`src/rtl/lsu_pkg.sv`:
```
// Shared types and funct3 encodings for the load/store unit.
package lsu_pkg;

  typedef enum logic [1:0] {StIdle, StReq, StWaitR, StDone} lsu_state_t;

  localparam logic [2:0] F3_LB  = 3'b000;
  localparam logic [2:0] F3_LH  = 3'b001;
  localparam logic [2:0] F3_LW  = 3'b010;
  localparam logic [2:0] F3_LBU = 3'b100;
  localparam logic [2:0] F3_LHU = 3'b101;
  localparam logic [2:0] F3_SB  = 3'b000;
  localparam logic [2:0] F3_SH  = 3'b001;
  localparam logic [2:0] F3_SW  = 3'b010;

endpackage

```
`src/rtl/lsu_align.sv`:
```
// Combinational access checking, store lane replication and load lane extraction.
module lsu_align
  import lsu_pkg::*;
#(
  parameter logic [31:0] DMEM_BASE  = 32'h0000_0000,
  parameter int unsigned DMEM_BYTES = 256
) (
  input  logic        req_we,
  input  logic [2:0]  req_funct3,
  input  logic [31:0] req_addr,
  input  logic [31:0] req_wdata,
  output logic        req_legal,
  output logic [3:0]  req_be,
  output logic [31:0] req_wdata_rep,
  input  logic [2:0]  ld_funct3,
  input  logic [1:0]  ld_off,
  input  logic [31:0] ld_word,
  output logic [31:0] ld_data
);

  logic        f3_ok;
  logic        align_ok;
  logic        range_ok;
  logic [32:0] addr_diff;
  logic [31:0] ld_shift;
  logic [7:0]  ld_byte;
  logic [15:0] ld_half;

  // Borrow out of the 33-bit subtraction means the address lies below the base.
  assign addr_diff = {1'b0, req_addr} - {1'b0, DMEM_BASE};
  assign range_ok  = !addr_diff[32] && (addr_diff[31:0] < 32'(DMEM_BYTES));

  always_comb begin
    if (req_we) begin
      f3_ok = req_funct3 inside {F3_SB, F3_SH, F3_SW};
    end else begin
      f3_ok = req_funct3 inside {F3_LB, F3_LH, F3_LW, F3_LBU, F3_LHU};
    end
  end

  always_comb begin
    align_ok = 1'b1;
    case (req_funct3[1:0])
      2'b01:   align_ok = !req_addr[0];
      2'b10:   align_ok = (req_addr[1:0] == 2'b00);
      default: align_ok = 1'b1;
    endcase
  end

  assign req_legal = f3_ok && align_ok && range_ok;

  always_comb begin
    req_be        = 4'b1111;
    req_wdata_rep = req_wdata;
    case (req_funct3[1:0])
      2'b00: begin
        req_be        = 4'b0001 << req_addr[1:0];
        req_wdata_rep = {4{req_wdata[7:0]}};
      end
      2'b01: begin
        req_be        = req_addr[1] ? 4'b1100 : 4'b0011;
        req_wdata_rep = {2{req_wdata[15:0]}};
      end
      default: begin
        req_be        = 4'b1111;
        req_wdata_rep = req_wdata;
      end
    endcase
  end

  assign ld_shift = ld_word >> {ld_off, 3'b000};
  assign ld_byte  = ld_shift[7:0];
  assign ld_half  = ld_off[1] ? ld_word[31:16] : ld_word[15:0];

  always_comb begin
    ld_data = ld_word;
    case (ld_funct3)
      F3_LB:   ld_data = {{24{ld_byte[7]}}, ld_byte};
      F3_LBU:  ld_data = {24'h0, ld_byte};
      F3_LH:   ld_data = {{16{ld_half[15]}}, ld_half};
      F3_LHU:  ld_data = {16'h0, ld_half};
      default: ld_data = ld_word;
    endcase
  end

endmodule

```
`src/rtl/lsu_bus_ctrl.sv`:
```
// Load/store unit: turns one core data access into one word-aligned valid/ready bus transaction.
module lsu_bus_ctrl
  import lsu_pkg::*;
#(
  parameter logic [31:0] DMEM_BASE  = 32'h0000_0000,
  parameter int unsigned DMEM_BYTES = 256
) (
  input  logic        clk,
  input  logic        reset,
  input  logic        mem_req,
  input  logic        mem_we,
  input  logic [2:0]  mem_funct3,
  input  logic [31:0] mem_addr,
  input  logic [31:0] mem_wdata,
  output logic [31:0] mem_rdata,
  output logic        mem_stall,
  output logic        mem_fault,
  output logic        bus_valid,
  input  logic        bus_ready,
  output logic        bus_we,
  output logic [31:0] bus_addr,
  output logic [3:0]  bus_be,
  output logic [31:0] bus_wdata,
  input  logic        bus_rvalid,
  input  logic [31:0] bus_rdata
);

  lsu_state_t  state_q;
  logic [2:0]  ld_funct3_q;
  logic [1:0]  ld_off_q;
  logic        req_legal;
  logic [3:0]  req_be;
  logic [31:0] req_wdata_rep;
  logic [31:0] ld_data;

  lsu_align #(
    .DMEM_BASE  (DMEM_BASE),
    .DMEM_BYTES (DMEM_BYTES)
  ) u_align (
    .req_we        (mem_we),
    .req_funct3    (mem_funct3),
    .req_addr      (mem_addr),
    .req_wdata     (mem_wdata),
    .req_legal     (req_legal),
    .req_be        (req_be),
    .req_wdata_rep (req_wdata_rep),
    .ld_funct3     (ld_funct3_q),
    .ld_off        (ld_off_q),
    .ld_word       (bus_rdata),
    .ld_data       (ld_data)
  );

  // Gated by reset so the core is never held while the unit is being reset.
  assign mem_stall = reset && (((state_q == StIdle) && mem_req) ||
                               (state_q == StReq) || (state_q == StWaitR));

  always_ff @(posedge clk or negedge reset) begin
    if (!reset) begin
      state_q     <= StIdle;
      ld_funct3_q <= 3'b000;
      ld_off_q    <= 2'b00;
      bus_valid   <= 1'b0;
      bus_we      <= 1'b0;
      bus_addr    <= 32'h0;
      bus_be      <= 4'h0;
      bus_wdata   <= 32'h0;
      mem_rdata   <= 32'h0;
      mem_fault   <= 1'b0;
    end else begin
      unique case (state_q)
        StIdle: begin
          if (mem_req) begin
            if (!req_legal) begin
              mem_fault <= 1'b1;
              mem_rdata <= 32'h0;
              state_q   <= StDone;
            end else begin
              bus_valid   <= 1'b1;
              bus_we      <= mem_we;
              bus_addr    <= {mem_addr[31:2], 2'b00};
              bus_be      <= req_be;
              bus_wdata   <= req_wdata_rep;
              ld_funct3_q <= mem_funct3;
              ld_off_q    <= mem_addr[1:0];
              state_q     <= StReq;
            end
          end
        end
        StReq: begin
          if (bus_ready) begin
            bus_valid <= 1'b0;
            if (bus_we) begin
              mem_fault <= 1'b0;
              mem_rdata <= 32'h0;
              state_q   <= StDone;
            end else begin
              state_q <= StWaitR;
            end
          end
        end
        StWaitR: begin
          if (bus_rvalid) begin
            mem_fault <= 1'b0;
            mem_rdata <= ld_data;
            state_q   <= StDone;
          end
        end
        StDone: begin
          state_q <= StIdle;
        end
        default: begin
          state_q <= StIdle;
        end
      endcase
    end
  end

endmodule

```
`config.mk`:
```
export PLATFORM = sky130hd
export DESIGN_NAME = lsu_bus_ctrl
export DESIGN_NICKNAME = d
export VERILOG_FILES = /design/src/rtl/lsu_pkg.sv /design/src/rtl/lsu_align.sv /design/src/rtl/lsu_bus_ctrl.sv
export SDC_FILE = /design/constraint.sdc
export NUM_CORES = 1
export LEC_CHECK = 0
export CAP_MARGIN = 20
export CELL_PAD_IN_SITES_DETAIL_PLACEMENT = 0
export CELL_PAD_IN_SITES_GLOBAL_PLACEMENT = 1
export CORE_UTILIZATION = 31
export CTS_BUF_LIST = sky130_fd_sc_hd__clkbuf_2 sky130_fd_sc_hd__clkbuf_4 sky130_fd_sc_hd__clkbuf_8
export DETAILED_ROUTE_END_ITERATION = 10
export PLACE_DENSITY_LB_ADDON = 0.25
export SYNTH_ARGS = -nofsm -noshare
export SYNTH_HDL_FRONTEND = slang
export SYNTH_HIERARCHICAL = 1
export SYNTH_SLANG_ARGS = --single-unit
```
`constraint.sdc`:
```
create_clock -name clk -period 1.8 [get_ports clk]
set_input_delay 0.27 -clock clk [delete_from_list [all_inputs] [get_ports clk]]
set_output_delay 0.27 -clock clk [all_outputs]
set_load 0.005 [all_outputs]
```
==> results.md <==
- Status: finished with violations
- Failing checks: negative setup slack
- Crit path time final: 2.09 ns
- CP delay by family, top: simple AND/OR/NAND/NOR gates
- Starting Density: 31.6%
- Asr flop ratio synth: 100%
- R2R cell count: 8
- Crit-path max cell delay: 0.52 ns
- Buffers added on ports: 206
- Most frequent cell after synthesis: dfrtp_1
- Post-route DRC: 0
- Num CTS Buffers: 9
- Worst-margin pin slew: 0.596 ns
- Final setup viols: 106
- Clk Latency, worst-skew pair: 0.39 ns
- Max-Cap Viols: 0
- First-pass GRT wire length: 26,900 µm
- Max VDD drop: 0.710 mV
- CTS sink cnt: 108
- CP bufs+invs: 3
- GPL Wtd Cong: 0.839
- Leakage: 0.00408 µW
- Sw Share: 31.9%
- Diodes inserted: 0
- WP data required: 2.09 ns
- Mapped Cells: 521
- Final ANT Viol Nets: 0
- Detailed-placement wirelength estimate: 12,500 µm
- Seq cells post-synth: 108
- Reg2Reg Setup Slack: -0.17 ns
- Post-place setup slack: -1.01 ns
- Synth warn: 6
- Cell count along the critical path: 8
- Fin. max-slew vios: 0
- DRT iter0 DRCs: 281
- Crit end category: register
- Root buf cell: clkbuf_8
- Post-Route Setup TNS: -20.95 ns
- RSZ-0062 raised after global routing: yes
- CP Class: in -> reg
- Fmax: 480 MHz
- CTS tree: yes
- Crit path DAT: 2.37 ns
- FF-to-FF End: mem_rdata[1]$_DFFE_PN0P_
- Post-Synth Simple-Gate Area: 10.5%
- Largest family of logic cells by synthesized area: multiplexers
- Core Rows: 49
- Post-route setup slack: -0.285 ns
- Max Root-Sink Buffers: 2
- Via count: 4,809
- Number of global-route vias before repair: 4,947
- Initial antenna violation count: 0
- Post-synthesis adder-cell area fraction: 1.99%
- Drt pass-1 iters: 4
- I/O pins: 209
- Die height: 137 µm
- CP Launch Point: mem_addr[31]
- Worst-path cell chain: buf_6, or4_4, a2111o_1, a211oi_4, nand3_4, buf_12, buf_16, mux2_4
- Top cell type's share of synthesized area: 47.7%
- Pin count of the biggest net entering global routing: 109
- Nets@finish: 884
- Die area: 0.0188 mm²
- Area growth syn-to-layout: 57.6%
- Post-Syn Area: 0.00566 mm²
- Fraction of layout cells with a size suffix above 1: 28.1%
- Synth Area in Compound Gates: 9.13%
- Int Power: 5930 µW
- XOR/XNOR share of the synthesized area: 0%
- Slew margin rel.: 60.3%
- Clock share of power: 20.4%
- Switch Pwr: 2790 µW
- Slowest CP cell: or4_4
- Nature of the critical path startpoint: input port
- Critical Path End: bus_addr[27]$_DFFE_PN0P_
- Top cell type by total area after synthesis: dfrtp_1
- Fin crit share: 116%
- Total grt overflow: 0
- Core area: 0.0179 mm²
- Clock slew at reported path FFs: 0.12 ns
- Post-synth cell types: 46
- Pwr dens: 977 mW/mm²
- Final hold viol count: 0
- Mux cell area share after synthesis: 23.7%
- Max FO, Critical Path: 8
- Post-synthesis average cell area: 10.9 µm²
- WL/cell: 17.4 µm
- WL final: 17,500 µm
- Post-synth EDFFs: 0
- Synth cell count leaders: dfrtp_1, nand2_1, mux2_2
- Seq/Total Area, Yosys: 47.7%
- Top cells by area, synth: dfrtp_1, mux2_2, mux2i_1, nand2_1, inv_1
- Chip width: 137 µm
- GRT Total Usage: 19.0%
- H-tree depth: 3
- FF-to-FF Start: state_q[1]$_DFFE_PN0P_
- Comb pwr share: 45.1%
- Ys flop type: dfrtp_1
- Hold Crit Class: in -> reg
- Vias per cell: 4.79
- Reg power frac: 34.5%
- Clock Skews: 0.00923 ns
[routing by layer]
metal,global-route usage [%],routed length (µm),vias up
li1,-,-,2268
met3,6.15,1720,13
met1,24.7,7560,2327
met2,29.7,7980,201
met5,0,0,-
met4,5.98,228,0
[cell families after synthesis]
family / after synthesis
buf+inv: 82
flops: 108
other cells: 1
mux: 122
simple gates: 135
compound gates: 64
fa+ha+maj: 9
[worst min-delay path by stage]
stage	start	endpoint	slack, ns	cells after the start
floorplan	reset	bus_addr[10]$_DFFE_PN0P_	-0.03	0
global placement	reset	bus_valid$_DFFE_PN0P_	0.42	2
detailed placement	reset	mem_rdata[8]$_DFFE_PN0P_	0.43	2
CTS	mem_addr[31]	bus_addr[31]$_DFFE_PN0P_	0.08	2
global route	mem_addr[31]	bus_addr[31]$_DFFE_PN0P_	0.10	2
finish	mem_addr[31]	bus_addr[31]$_DFFE_PN0P_	0.11	2
[sequential cells by signal, indices dropped and copies added, names as in the netlist, 2 cells and up]
| name | cells |
|---|---|
| bus_be | 4 |
| bus_wdata | 32 |
| mem_rdata | 32 |
| bus_addr | 30 |
| state_q | 2 |
| ld_off_q | 2 |
| ld_funct3_q | 3 |
[power by group through the flow]
stage / logic [µW] / registers (µW) / clock network, µW
final: 3930 / 3010 / 1780
after global routing: 4260 / 3060 / 1910
after CTS: 3920 / 3010 / 1830
after detailed placement: 3290 / 3050 / 0
after global placement: 3210 / 3040 / 0
after floorplan: 1540 / 3040 / 0
[timing repair]
item	CTS	global route
pin swaps	7	4
gates cloned	5	1
resized for setup	77	27
setup buffers	11	8
endpoints found under the hold margin	47	0
setup endpoints to repair	108	109
hold buffers	1	0
[through the flow]
| stage | hold slack [ns] | cell area, µm² | instances | total power, µW | util [%] |
|---|---|---|---|---|---|
| floorplan | -0.0256 | 5740 | 522 | 4580 | - |
| detailed placement | 0.432 | 8280 | 967 | 6340 | 46.2 |
| finish | 0.113 | 8920 | 1004 | 8720 | 49.9 |
| CTS | 0.0844 | 8820 | 1000 | 8760 | 49.3 |
| global route | 0.104 | 8920 | 1004 | 9230 | 49.9 |
| global placement | 0.421 | 8280 | 967 | 6250 | 46.2 |
[cells in the final DEF (no fill, tap or decap), drive strengths merged, types with 5 or more instances in the layout]
master and count:
clkdlybuf4s50 190, dfrtp 108, nand2 93, mux2 85, buf 80, inv 44, mux2i 36, o21ai 15
a22oi 12, clkbuf 12, nor2 9, ha 9, nor2b 8, a22o 8, nand3 6, a2bb2oi 5
o221ai 5
[cell type report]
class / count / area, µm²
Clock buffer: 9 / 124
Clock inverter: 7 / 105
Fill cell: 1619 / 8980
Inverter: 41 / 158
Multi-Input combinational cell: 332 / 2760
Sequential cell: 108 / 2700
Tap cell: 229 / 287
Timing Repair Buffer: 278 / 2790
No activity file was read; power rests on OpenSTA's default activity.
